## config.mk

```make
export PLATFORM = sky130hd
export DESIGN_NAME = fifo_wr_arbiter
export DESIGN_NICKNAME = d
export VERILOG_FILES = /design/src/rtl/fifo_arb_pkg.sv /design/src/rtl/rr_picker.sv /design/src/rtl/fifo_wr_arbiter.sv
export SDC_FILE = /design/constraint.sdc
export NUM_CORES = 1
export LEC_CHECK = 0
export BUFFER_PORTS_ARGS = -buffer_cell sky130_fd_sc_hd__buf_4
export CAP_MARGIN = 5
export CELL_PAD_IN_SITES_DETAIL_PLACEMENT = 0
export CELL_PAD_IN_SITES_GLOBAL_PLACEMENT = 2
export CORE_ASPECT_RATIO = 1.2
export CORE_UTILIZATION = 21
export CTS_BUF_LIST = sky130_fd_sc_hd__clkbuf_4
export CTS_CLUSTER_DIAMETER = 80
export DETAILED_ROUTE_END_ITERATION = 10
export PLACE_DENSITY = 0.84
export SYNTH_ARGS = -nofsm -noshare
export SYNTH_HDL_FRONTEND = slang
export SYNTH_SLANG_ARGS = --single-unit
```

## constraint.sdc

```tcl
create_clock -name clk -period 1.82 [get_ports clk]
set_input_delay 0.364 -clock clk [delete_from_list [all_inputs] [get_ports clk]]
set_output_delay 0.364 -clock clk [all_outputs]
set_load 0.03 [all_outputs]
```

## src/rtl/fifo_arb_pkg.sv

```systemverilog
// fifo_arb_pkg: shared state type and default parameters for the FIFO write arbiter.
package fifo_arb_pkg;
    typedef enum logic {IDLE, BURST} arb_state_t;
    localparam int DEF_NUM_REQ    = 4;
    localparam int DEF_DATA_WIDTH = 8;
    localparam int DEF_MAX_BURST  = 4;
endpackage

```

## src/rtl/rr_picker.sv

```systemverilog
// rr_picker: combinational round-robin search for the first valid requester after i_rr_ptr.
module rr_picker import fifo_arb_pkg::*; #(
    parameter int NUM_REQ = DEF_NUM_REQ
) (
    input  logic [NUM_REQ-1:0]         i_req_valid,
    input  logic [$clog2(NUM_REQ)-1:0] i_rr_ptr,
    output logic                       o_pick_valid,
    output logic [$clog2(NUM_REQ)-1:0] o_pick_id
);
    localparam int ID_W = $clog2(NUM_REQ);
    logic [ID_W-1:0] w_idx;
    // Scan farthest-first so the candidate nearest rr_ptr+1 is the last one written.
    always_comb begin
        o_pick_valid = 1'b0;
        o_pick_id    = '0;
        w_idx        = '0;
        for (int k = NUM_REQ; k >= 1; k--) begin
            w_idx        = ID_W'((int'(i_rr_ptr) + k) % NUM_REQ);
            o_pick_valid = i_req_valid[w_idx] ? 1'b1 : o_pick_valid;
            o_pick_id    = i_req_valid[w_idx] ? w_idx : o_pick_id;
        end
    end
endmodule

```

## src/rtl/fifo_wr_arbiter.sv

```systemverilog
// fifo_wr_arbiter: round-robin burst arbiter sharing one FIFO write port among NUM_REQ
// valid/ready producers, with back-pressure from the FIFO full flag.
module fifo_wr_arbiter import fifo_arb_pkg::*; #(
    parameter int NUM_REQ    = DEF_NUM_REQ,
    parameter int DATA_WIDTH = DEF_DATA_WIDTH,
    parameter int MAX_BURST  = DEF_MAX_BURST
) (
    input  logic                          clk,
    input  logic                          rst,
    input  logic [NUM_REQ-1:0]            i_req_valid,
    input  logic [NUM_REQ*DATA_WIDTH-1:0] i_req_data,
    output logic [NUM_REQ-1:0]            o_req_ready,
    input  logic                          i_fifo_full,
    output logic                          o_fifo_w_en,
    output logic [DATA_WIDTH-1:0]         o_fifo_data_in,
    output logic                          o_gnt_valid,
    output logic [$clog2(NUM_REQ)-1:0]    o_gnt_id
);
    localparam int ID_W  = $clog2(NUM_REQ);
    localparam int CNT_W = $clog2(MAX_BURST + 1);

    arb_state_t       r_state, w_state_nxt;
    logic [ID_W-1:0]  r_owner, w_owner_nxt, r_rr_ptr, w_rr_ptr_nxt, w_pick_id;
    logic [CNT_W-1:0] r_burst_cnt, w_cnt_nxt;
    logic             w_pick_valid, w_burst, w_own_valid, w_wr, w_done;

    rr_picker #(.NUM_REQ(NUM_REQ)) u_picker (
        .i_req_valid  (i_req_valid),
        .i_rr_ptr     (r_rr_ptr),
        .o_pick_valid (w_pick_valid),
        .o_pick_id    (w_pick_id)
    );

    assign w_burst     = r_state == BURST;
    assign w_own_valid = i_req_valid[r_owner];
    assign w_wr        = w_burst && w_own_valid && !i_fifo_full;
    // A stalled cycle neither counts nor ends the burst; a dropped valid always does.
    assign w_done      = !w_own_valid || (w_wr && r_burst_cnt == CNT_W'(MAX_BURST - 1));

    assign o_req_ready    = (w_burst && !i_fifo_full) ? NUM_REQ'(1) << r_owner : '0;
    assign o_fifo_w_en    = w_wr;
    assign o_fifo_data_in = w_wr ? i_req_data[int'(r_owner)*DATA_WIDTH +: DATA_WIDTH] : '0;
    assign o_gnt_valid    = w_burst;
    assign o_gnt_id       = r_owner;

    always_comb begin
        w_state_nxt  = r_state;
        w_owner_nxt  = r_owner;
        w_rr_ptr_nxt = r_rr_ptr;
        w_cnt_nxt    = r_burst_cnt;
        if (!w_burst) begin
            w_state_nxt = w_pick_valid ? BURST : IDLE;
            w_owner_nxt = w_pick_valid ? w_pick_id : r_owner;
            w_cnt_nxt   = '0;
        end else if (w_done) begin
            w_state_nxt  = IDLE;
            w_rr_ptr_nxt = r_owner;
            w_cnt_nxt    = '0;
        end else begin
            w_cnt_nxt = r_burst_cnt + CNT_W'(w_wr);
        end
    end

    always_ff @(posedge clk or posedge rst) begin
        if (rst) begin
            r_state     <= IDLE;
            r_owner     <= '0;
            r_rr_ptr    <= ID_W'(NUM_REQ - 1);
            r_burst_cnt <= '0;
        end else begin
            r_state     <= w_state_nxt;
            r_owner     <= w_owner_nxt;
            r_rr_ptr    <= w_rr_ptr_nxt;
            r_burst_cnt <= w_cnt_nxt;
        end
    end
endmodule

```

==> impl_summary.log, run 1 <==
[metrics] result of the run: finished with violations
[metrics] violations in the final reports: setup timing
[metrics] summed area of non-filler cells in the final layout: between 1500 and 2000 µm²
[metrics] Comb power frac: a little over two thirds
[metrics] number of clock sinks: 8
[metrics] kind of start point of the critical path: flip-flop
[metrics] fraction of power spent switching nets: between 40% and 50%
[metrics] largest area contributor in the netlist: sky130_fd_sc_hd__mux4_2
[metrics] clock tree from TritonCTS: yes
[metrics] post-synth top area share: approximately 25%
[metrics] crit-path max FO: 5
[metrics] clock edge transition at the registers on the reported setup and hold paths: 0.06 ns
[metrics] post-detailed-route via-to-cell ratio: ~4.6
[metrics] placed instance area: 1400 µm²
[metrics] die width: a little under 60 µm
[metrics] number of global-route vias before repair: roughly 870
[metrics] total number of placement rows: 24
[metrics] overall overflow remaining after global route: 0
[metrics] Hold Vio Cnt, Final: 0
[metrics] count of buffers from port buffering: 54
[metrics] Clk Latency, worst-skew pair: roughly 0.26 ns
[metrics] Register-to-Register Path Depth: 7
[metrics] fraction of power consumed by the clock network: 9.0%
[metrics] post-route ant nets: 0
[metrics] area of the core: around 3700 µm²
[metrics] LEAKAGE: 0.681 nW
[metrics] Netlist Area Pre-Place: between 800 and 900 µm²
[metrics] share of the yosys chip area belonging to registers: 24.8%
[metrics] Routability Congestion: 0.774
[metrics] IO Count: between 50 and 60
[metrics] flip-flop and latch count after synthesis: 8
[metrics] share of total power in sequential cells: about a fifth
[metrics] average detailed-routed wire length per instance: 13.5 µm
[metrics] most used cells in the layout excluding fill and tap cells: sky130_fd_sc_hd__buf_4, sky130_fd_sc_hd__mux4_2, sky130_fd_sc_hd__buf_6, sky130_fd_sc_hd__nor2b_2
[metrics] most frequent standard cell in the layout excluding fill and tap cells: sky130_fd_sc_hd__buf_4
[metrics] floorplan die height: a little over 70 µm
[metrics] Iteration-0 DRC Markers: 23
[metrics] time the worst path needs with I/O delays and setup: between 2 and 2.5 ns
[metrics] endpoint of the worst register-to-register path: r_burst_cnt[1]
[metrics] number of fill cells: between 300 and 400
[metrics] category of the critical setup timing path: reg -> out
[metrics] Initial Util: about 22%
[metrics] post-synthesis cell count: between 70 and 80
[metrics] total routing resource utilization after global routing: between 10% and 20%
[metrics] post-route clock period utilization: 112%
[metrics] Setup TNS: -1.95 ns
[metrics] estimated wirelength of the detail-placed design: 2120 µm
[metrics] critical path data required time: between 1 and 1.5 ns
[metrics] Hold Path Class: in -> async
[metrics] die area: between 4000 and 5000 µm²
[metrics] first-pass detailed-route iteration total: 4
[metrics] pwr dens: about 1200 nW/µm²
[metrics] share of layout cells above drive strength 1: between 70% and 80%
[metrics] count of final setup violators: 11
[metrics] first-pass GRT wire length: between 4000 and 5000 µm
[metrics] measured slew at the worst slew-check pin: 0.308 ns
[metrics] cts bufs inserted: 3
[metrics] wire length after detailed routing: between 2000 and 3000 µm
[metrics] remaining routing DRC violations: 0
[metrics] number of nets in the layout: roughly 190
[metrics] synthesized area divided by synthesized cell count: 10.4 µm²
[metrics] startpoint of the worst-slack reg-to-reg timing path: o_gnt_id[0]
[metrics] Syn-to-layout area delta: 83.9%
[metrics] synth top area cells: sky130_fd_sc_hd__mux4_2, sky130_fd_sc_hd__dfrtp_1, sky130_fd_sc_hd__nor2b_1
[metrics] number of diodes added for antenna fixing: 0
[metrics] Data arrival, critical path: 1.68 ns
[metrics] RSZ-0062 raised after global routing: yes
[metrics] register-to-register setup slack: -0.11 ns
[metrics] relative slew slack: about four fifths
[metrics] number of vias in the routed layout: 904
[metrics] Worst setup EP type: output port
[metrics] NetSw: 0.000812 W
[metrics] H-tree depth reported by CTS: 1
[metrics] root buffer cell: sky130_fd_sc_hd__clkbuf_4
[metrics] pin count of the biggest net entering global routing: 13
[metrics] post-placement setup slack: -0.0591 ns
[metrics] Pins Over Slew Limit: 0
[metrics] Post-Syn Nets: 120
[metrics] Max Cap Violations: 0
[metrics] worst setup skew after layout: 0.00521 ns
[metrics] upper clock frequency limit: 0.490 GHz
[metrics] largest buffer count on any clock path: 2
[metrics] number of antenna violations at the first check in global routing: 0
[metrics] Synth Warn #: 0
[metrics] IR drop worst, VDD: between 0.0004 and 0.0005 V
[metrics] Cell variety after synth: 37
[metrics] cell-internal power: 0.00105 W
[metrics] min setup slack post-route: -0.220 ns
==> state kept, by name, summed over array words and instances (netlist names) <==
name,count
r_rr_ptr,2
o_gnt_valid,1
r_burst_cnt,3
o_gnt_id,2
==> worst max-delay path, cell delays in order, from the launching register on <==
cell and delay (ns):
sky130_fd_sc_hd__dfrtp_2 0.41, sky130_fd_sc_hd__mux4_2 0.61, sky130_fd_sc_hd__nand3b_4 0.16, sky130_fd_sc_hd__nor2b_1 0.07
sky130_fd_sc_hd__buf_4 0.16
==> how the worst max path moves through the flow <==
stage	depth (start not counted)	start	end
floorplan	4	o_gnt_id[0]	o_fifo_data_in[0]
global placement	7	i_req_valid[3]	r_burst_cnt[1]
detailed placement	8	i_req_valid[3]	r_burst_cnt[2]
CTS	4	o_gnt_id[0]	o_fifo_data_in[7]
global route	4	o_gnt_id[0]	o_fifo_data_in[7]
finish	4	o_gnt_id[0]	o_fifo_data_in[7]
==> stage by stage <==
| stage | power [W] | std cells | hold WS [ns] | utilization, % |
|---|---|---|---|---|
| final | 0.00186 | 196 | 0.0450 | 40.8 |
| after global routing | 0.00198 | 196 | 0.0699 | 40.8 |
| after CTS | 0.00186 | 196 | 0.0474 | 40.5 |
| after detailed placement | 0.00160 | 190 | 0.334 | 37.8 |
| after global placement | 0.00159 | 190 | 0.333 | 37.8 |
| after floorplan | 0.00120 | 79 | 0.178 | - |
==> metal layers <==
layer	GRT usage (%)	part of all wire [%]	up-vias
li1	-	-	438
met1	15.1	40	408
met2	22.6	48	54
met3	2.59	11	4
met4	5.56	1.7	0
met5	0	0	-
==> synth_stat cells <==
cell and count:
sky130_fd_sc_hd__a21boi_0 1, sky130_fd_sc_hd__a21o_1 1, sky130_fd_sc_hd__a21oi_1 3, sky130_fd_sc_hd__a22oi_1 1
sky130_fd_sc_hd__a2bb2o_1 1, sky130_fd_sc_hd__a41oi_1 1, sky130_fd_sc_hd__and2_1 2, sky130_fd_sc_hd__and3_1 1
sky130_fd_sc_hd__buf_1 1, sky130_fd_sc_hd__buf_2 2, sky130_fd_sc_hd__buf_6 1, sky130_fd_sc_hd__clkbuf_1 1
sky130_fd_sc_hd__dfrtp_1 6, sky130_fd_sc_hd__dfstp_2 2, sky130_fd_sc_hd__ha_1 2, sky130_fd_sc_hd__inv_1 4
sky130_fd_sc_hd__mux2_2 4, sky130_fd_sc_hd__mux4_2 9, sky130_fd_sc_hd__nand2_1 2, sky130_fd_sc_hd__nand2b_1 3
sky130_fd_sc_hd__nand3_1 1, sky130_fd_sc_hd__nand3b_1 1, sky130_fd_sc_hd__nand3b_2 1, sky130_fd_sc_hd__nand4_1 1
sky130_fd_sc_hd__nand4bb_1 1, sky130_fd_sc_hd__nor2_1 3, sky130_fd_sc_hd__nor2b_1 9, sky130_fd_sc_hd__nor3_1 2
sky130_fd_sc_hd__nor3b_1 1, sky130_fd_sc_hd__nor4_1 1, sky130_fd_sc_hd__o211ai_1 1, sky130_fd_sc_hd__o21ai_0 4
sky130_fd_sc_hd__o21bai_1 1, sky130_fd_sc_hd__o22ai_1 1, sky130_fd_sc_hd__o31ai_1 1, sky130_fd_sc_hd__or4_1 1
sky130_fd_sc_hd__xnor2_1 1
==> what timing repair did <==
action | in CTS | in global routing
pin swaps | 1 | 0
setup buffers | 1 | 0
endpoints found under the setup margin | 11 | 15
resized for setup | 11 | 4
hold buffers | 0 | 0
gates cloned | 1 | 0
==> power groups by stage <==
stage	registers (W)	clock network, W	logic, W
after floorplan	0.000371	0	0.000826
after global placement	0.000367	0	0.00123
after detailed placement	0.000364	0	0.00124
after CTS	0.000374	0.000175	0.00131
after global routing	0.000394	0.000182	0.00140
final	0.000379	0.000168	0.00131
==> cell type report <==
| cell class | instances | area (µm²) | area share (%) |
|---|---|---|---|
| Multi-Input combinational cell | 63 | 663 | 44.1 |
| Timing Repair Buffer | 65 | 522 | 34.7 |
| Sequential cell | 8 | 205 | 13.6 |
| Tap cell | 52 | 65.1 | 4.32 |
| Clock buffer | 4 | 30.0 | 2.00 |
| Inverter | 4 | 20.0 | 1.33 |
==> cell families (layout without fill, tap and decap cells) <==
logic type               Yosys count  in the layout  share of synthesized area, %
AO/OA/AOI/OAI                     16             16                          12.8
XOR/XNOR                           1              1                          1.07
adder cells (fa/ha/maj)            2              2                          3.06
buffers and inverters              9             73                          5.35
flip-flops                         8              8                          24.8
multiplexers                      13             13                          30.3
AND/OR/NAND/NOR                   30             31                          22.6
Power figures use the tool's default switching activity.
==> run 2: changes to the inputs <==
- CORE_UTILIZATION: 21 -> 23
- PLACE_DENSITY: 0.84 -> 0.87
- clock period: 1.82 -> 2.2 ns (I/O delays scaled with it)
==> impl_summary.log, run 2 (synthesis gave the netlist of run 1 again) <==
[metrics] result of the run: finished clean
[metrics] crit-path max FO: 14
[metrics] LEAKAGE: between 0.6 and 0.7 nW
[metrics] IR drop worst, VDD: just under 0.0005 V
[metrics] count of buffers from port buffering: between 50 and 60
[metrics] root buffer cell: sky130_fd_sc_hd__clkbuf_4
[metrics] min setup slack post-route: 0.0922 ns
[metrics] Max Cap Violations: 0
[metrics] post-route ant nets: 0
[metrics] overall overflow remaining after global route: 0
[metrics] Comb power frac: 68.7%
[metrics] Hold Vio Cnt, Final: 0
[metrics] worst setup skew after layout: around 0.0028 ns
[metrics] number of diodes added for antenna fixing: 0
[metrics] Iteration-0 DRC Markers: 9
[metrics] post-placement setup slack: about 0.19 ns
[metrics] remaining routing DRC violations: 0
[metrics] floorplan die height: 67.3 µm
[metrics] Register-to-Register Path Depth: 7
[metrics] Worst setup EP type: output port
[metrics] clock tree from TritonCTS: yes
[metrics] number of buffers inserted by hold repair at cts: 0
[metrics] cts bufs inserted: 3
[metrics] upper clock frequency limit: ~0.47 GHz
[metrics] number of global-route vias before repair: roughly 830
[metrics] Setup TNS: 0 ns
[metrics] first-pass GRT wire length: between 3000 and 4000 µm
[metrics] share of total power in sequential cells: between 20% and 30%
[metrics] number of flip-flops in the largest register: 3
[metrics] maximum single-stage delay on the critical path: 0.53 ns
[metrics] wire length after detailed routing: 2330 µm
[metrics] most frequent standard cell in the layout excluding fill and tap cells: sky130_fd_sc_hd__buf_4
[metrics] RSZ-0062 raised after global routing: no
[metrics] number of buffers inserted by post-CTS setup repair: 0
[metrics] total number of placement rows: 23
[metrics] relative slew slack: 78.9%
[metrics] kind of start point of the critical path: flip-flop
[metrics] endpoint of the worst register-to-register path: r_burst_cnt[2]
[metrics] measured slew at the worst slew-check pin: 0.314 ns
[metrics] Routability Congestion: around 0.76
[metrics] Hold Path Class: in -> async
[metrics] # resized after CTS: 0
[metrics] post-route clock period utilization: 95.8%
[metrics] NetSw: around 0.0006 W
[metrics] category of the critical setup timing path: reg -> out
[metrics] startpoint of the worst-slack reg-to-reg timing path: o_gnt_id[0]
[metrics] number of antenna violations at the first check in global routing: 0
[metrics] most used cells in the layout excluding fill and tap cells: sky130_fd_sc_hd__buf_4, sky130_fd_sc_hd__nor2b_1, sky130_fd_sc_hd__mux4_2, sky130_fd_sc_hd__dfrtp_1
[metrics] post-detailed-route via-to-cell ratio: around 5
[metrics] Syn-to-layout area delta: 58.7%
[metrics] first-pass detailed-route iteration total: 5
[metrics] fraction of power spent switching nets: a little over two fifths
[metrics] average detailed-routed wire length per instance: around 14 µm
[metrics] clock edge transition at the registers on the reported setup and hold paths: roughly 0.06 ns
[metrics] die width: 56.5 µm
[metrics] Data arrival, critical path: about 1.7 ns
[metrics] die area: 3800 µm²
[metrics] Initial Util: 24.3%
[metrics] Clk Latency, worst-skew pair: 0.25 ns
[metrics] number of clock sinks: 8
[metrics] cell-internal power: 0.000757 W
[metrics] number of vias in the routed layout: around 900
[metrics] time the worst path needs with I/O delays and setup: roughly 2.1 ns
[metrics] number of nets in the layout: between 150 and 200
[metrics] largest buffer count on any clock path: 2
[metrics] critical path data required time: roughly 1.8 ns
[metrics] pwr dens: approximately 1000 nW/µm²
[metrics] estimated wirelength of the detail-placed design: 1900 µm
[metrics] critical-path cell with the highest stage delay: sky130_fd_sc_hd__mux4_2
[metrics] H-tree depth reported by CTS: 1
[metrics] largest reg by FF count: r_burst_cnt
[metrics] fraction of power consumed by the clock network: between 10% and 20%
[metrics] total routing resource utilization after global routing: between 10% and 20%
[metrics] pin count of the biggest net entering global routing: 15
[metrics] area of the core: between 3000 and 4000 µm²
[metrics] IO Count: 55
[metrics] number of fill cells: approximately 330
[metrics] share of layout cells above drive strength 1: between 50 and 60%
[metrics] register-to-register setup slack: about 0.4 ns
[metrics] Pins Over Slew Limit: 0
[metrics] cells along the critical path: buf_6, mux4_2, nor2b_1, buf_4
[metrics] count of final setup violators: 0
-- run 2: how the worst max path moves through the flow --
stage / start / end
floorplan: o_gnt_id[0] / r_burst_cnt[1]
global placement: i_req_valid[3] / o_fifo_data_in[6]
detailed placement: i_req_valid[3] / o_fifo_data_in[6]
CTS: o_gnt_id[0] / o_fifo_data_in[3]
global route: o_gnt_id[0] / o_fifo_data_in[3]
finish: o_gnt_id[0] / o_fifo_data_in[3]
-- run 2: power by group through the flow --
stage	Combinational, W	Clock (W)	Sequential, W
after floorplan	0.000637	0	0.000304
after global placement	0.000920	0	0.000286
after detailed placement	0.000928	0	0.000286
after CTS	0.000931	0.000141	0.000284
after global routing	0.000997	0.000148	0.000299
final	0.000925	0.000135	0.000287
-- run 2: stage by stage --
step                hold WS, ns  util [%]  instance area (µm²)  std cells  power, W
global placement          0.403      37.6                 1260        168   0.00121
finish                    0.136      38.6                 1300        172   0.00135
global route              0.161      38.6                 1300        172   0.00144
floorplan                 0.254         -                  820         79  0.000941
detailed placement        0.412      37.6                 1260        168   0.00121
CTS                       0.137      38.5                 1290        172   0.00136
-- run 2: per-layer routing --
| layer | share of wire (%) | up-vias | global-route usage (%) |
|---|---|---|---|
| met3 | 13 | 2 | 4.60 |
| met5 | 0 | - | 0 |
| met2 | 48 | 64 | 22.6 |
| li1 | - | 414 | - |
| met4 | 1.2 | 0 | 6.40 |
| met1 | 38 | 394 | 13.7 |
-- run 2: critical path: cells and delay by family, from the launching register on --
kind	cells	cell delay, ns
and+or+nand+nor	1	0.14
muxes	1	0.53
buffers and inverters	2	0.35
DFF	1	0.39
-- run 2: layout make-up --
class	instances	area (µm²)	share of cell area (%)
multi-input cells	62	572	44.0
well taps	37	46.3	3.56
flip-flops and latches	8	204	15.7
clock buffers	4	30.0	2.31
repair buffers	57	432	33.2
inverters	4	15.0	1.16
==> run 3: changes to the inputs <==
--- a/config.mk
+++ b/config.mk
@@ -11,3 +11,2 @@
 export CELL_PAD_IN_SITES_GLOBAL_PLACEMENT = 2
-export CORE_ASPECT_RATIO = 1.2
 export CORE_UTILIZATION = 23
==> constraint.sdc (replaced) <==
create_clock -name clk -period 2.2 [get_ports clk]
set_input_delay 0.22 -clock clk [delete_from_list [all_inputs] [get_ports clk]]
set_output_delay 0.22 -clock clk [all_outputs]
set_load 0.03 [all_outputs]
==> impl_summary.log, run 3 (synthesis gave the netlist of run 1 again) <==
[metrics] result of the run: finished clean
[metrics] number of fill cells: around 340
[metrics] remaining routing DRC violations: 0
[metrics] register-to-register setup slack: approximately 0.27 ns
[metrics] post-route ant nets: 0
[metrics] number of antenna violations at the first check in global routing: 0
[metrics] clock tree from TritonCTS: yes
[metrics] # resized after CTS: 0
[metrics] clock edge transition at the registers on the reported setup and hold paths: 0.06 ns
[metrics] relative slew slack: just under 80%
[metrics] Syn-to-layout area delta: 59.9%
[metrics] average detailed-routed wire length per instance: 14.0 µm
[metrics] largest buffer count on any clock path: 2
[metrics] Hold Path Cell Cnt: 3
[metrics] area used by multi-input combinational logic: between 500 and 600 µm²
[metrics] post-detailed-route via-to-cell ratio: 4.92
[metrics] area taken by flip-flops and latches: around 200 µm²
[metrics] kind of start point of the critical path: flip-flop
[metrics] placed cell count: about 180
[metrics] critical path data required time: 1.98 ns
[metrics] H-tree depth reported by CTS: 1
[metrics] first-pass detailed-route iteration total: 4
[metrics] share of layout cells above drive strength 1: around 57%
[metrics] endpoint of the worst register-to-register path: r_burst_cnt[2]
[metrics] Pins Over Slew Limit: 0
[metrics] post-placement setup slack: approximately 0.28 ns
[metrics] Hold Path Class: in -> reg
[metrics] total routing resource utilization after global routing: about an eighth
[metrics] die area: approximately 3800 µm²
[metrics] most used cells in the layout excluding fill and tap cells: sky130_fd_sc_hd__buf_4, sky130_fd_sc_hd__nor2b_1, sky130_fd_sc_hd__mux4_2, sky130_fd_sc_hd__dfrtp_1
[metrics] LEAKAGE: 0.608 nW
[metrics] measured slew at the worst slew-check pin: 0.329 ns
[metrics] Min Hold Slack: 0.324 ns
[metrics] time the worst path needs with I/O delays and setup: between 1.5 and 2 ns
[metrics] most frequent standard cell in the layout excluding fill and tap cells: sky130_fd_sc_hd__buf_4
[metrics] RSZ-0062 raised after global routing: no
[metrics] crit-path max FO: 14
[metrics] hold worst-path end: o_gnt_id[1]
[metrics] number of flip-flops in the largest register: 3
[metrics] Routability Congestion: approximately 0.74
[metrics] number of nets in the layout: 177
[metrics] Register-to-Register Path Depth: 7
[metrics] source of the worst hold timing path: i_req_valid[2]
[metrics] total number of placement rows: 21
[metrics] startpoint of the worst-slack reg-to-reg timing path: o_gnt_id[0]
[metrics] count of buffers from port buffering: 54
[metrics] number of vias in the routed layout: approximately 900
[metrics] category of the critical setup timing path: reg -> out
[metrics] Initial Util: 24.3%
[metrics] IO Count: 55
[metrics] pwr dens: between 1000 and 1500 nW/µm²
[metrics] Clk Latency, worst-skew pair: roughly 0.26 ns
[metrics] worst setup skew after layout: approximately 0.0035 ns
[metrics] Max Cap Violations: 0
[metrics] Hold Vio Cnt, Final: 0
[metrics] number of diodes added for antenna fixing: 0
[metrics] number of clock sinks: 8
[metrics] Data arrival, critical path: 1.73 ns
[metrics] largest reg by FF count: r_burst_cnt
[metrics] number of global-route vias before repair: ~840
[metrics] count of final setup violators: 0
[metrics] IR drop worst, VDD: about 0.00023 V
[metrics] estimated wirelength of the detail-placed design: ~2000 µm
[metrics] post-route clock period utilization: around nine tenths
[metrics] floorplan die height: 61.6 µm
[metrics] Setup TNS: 0 ns
[metrics] cts bufs inserted: 3
[metrics] upper clock frequency limit: 0.513 GHz
[metrics] first-pass GRT wire length: between 3000 and 4000 µm
[metrics] Worst setup EP type: output port
[metrics] die width: 61.6 µm
[metrics] Non-Filler Instances: 181
[metrics] min setup slack post-route: ~0.25 ns
[metrics] pin count of the biggest net entering global routing: 17
[metrics] wire length after detailed routing: roughly 2500 µm
[metrics] overall overflow remaining after global route: 0
[metrics] root buffer cell: sky130_fd_sc_hd__clkbuf_4
[metrics] Iteration-0 DRC Markers: 15
[metrics] area of the core: about 3400 µm²
run 3: cell count changes in the layout (fill, tap and decap cells not counted):
cell,delta
sky130_fd_sc_hd__buf_6,-1
sky130_fd_sc_hd__dlygate4sd3_1,+1
run 3: what timing repair did:
| action | 4_1_cts | 5_1_grt |
|---|---|---|
| endpoints found under the hold margin | 6 | 0 |
| buffers inserted | 0 | 0 |
| hold buffers | 1 | 0 |
run 3: stage by stage:
| step | util, % | area [µm²] | power, W |
|---|---|---|---|
| 6_report | 38.9 | 1310 | 0.00135 |
| 5_1_grt | 38.9 | 1310 | 0.00145 |
| 4_1_cts | 38.9 | 1310 | 0.00137 |
| 3_5_place_dp | 37.7 | 1270 | 0.00122 |
| 3_3_place_gp | 37.7 | 1270 | 0.00122 |
| 2_1_floorplan | - | 820 | 0.000941 |
run 3: worst max path at each step:
stage | end | cells past startpoint | startpoint | slack (ns)
after floorplan | r_burst_cnt[1] | 7 | o_gnt_id[0] | 0.01
after global placement | r_burst_cnt[2] | 7 | o_gnt_id[0] | 0.34
after detailed placement | r_burst_cnt[2] | 7 | o_gnt_id[0] | 0.28
after CTS | o_fifo_data_in[2] | 4 | o_gnt_id[0] | 0.23
after global routing | r_burst_cnt[2] | 7 | o_gnt_id[0] | 0.17
final | o_fifo_data_in[6] | 4 | o_gnt_id[0] | 0.25
run 3: final cells by class:
class	instances	area share (%)
tap	46	4.40
clock buffer	4	2.29
timing repair buffer	57	32.9
sequential	8	15.6
multi-input combinational	62	43.7
inverter	4	1.15
run 3: metal layers:
layer | track usage [%] | share of wire [%]
met4 | 7.62 | 1.4
met3 | 1.47 | 11
met5 | 0 | 0
met1 | 12.0 | 37
met2 | 25.7 | 50
run 3: worst max-delay path, stage by stage (launching register included):
cell	delay, ns
sky130_fd_sc_hd__dfrtp_2	0.37
sky130_fd_sc_hd__buf_4	0.24
sky130_fd_sc_hd__mux4_2	0.54
sky130_fd_sc_hd__nor2b_1	0.15
sky130_fd_sc_hd__buf_4	0.17
run 3: power breakdown:
part	switching, W	total [W]	internal (W)	leakage, nW
Sequential	0.0000635	0.000277	0.000213	0.0965
Combinational	0.000483	0.000933	0.000450	0.493
Clock	0.0000594	0.000142	0.0000823	0.0184
Total	0.000606	0.00135	0.000745	0.608
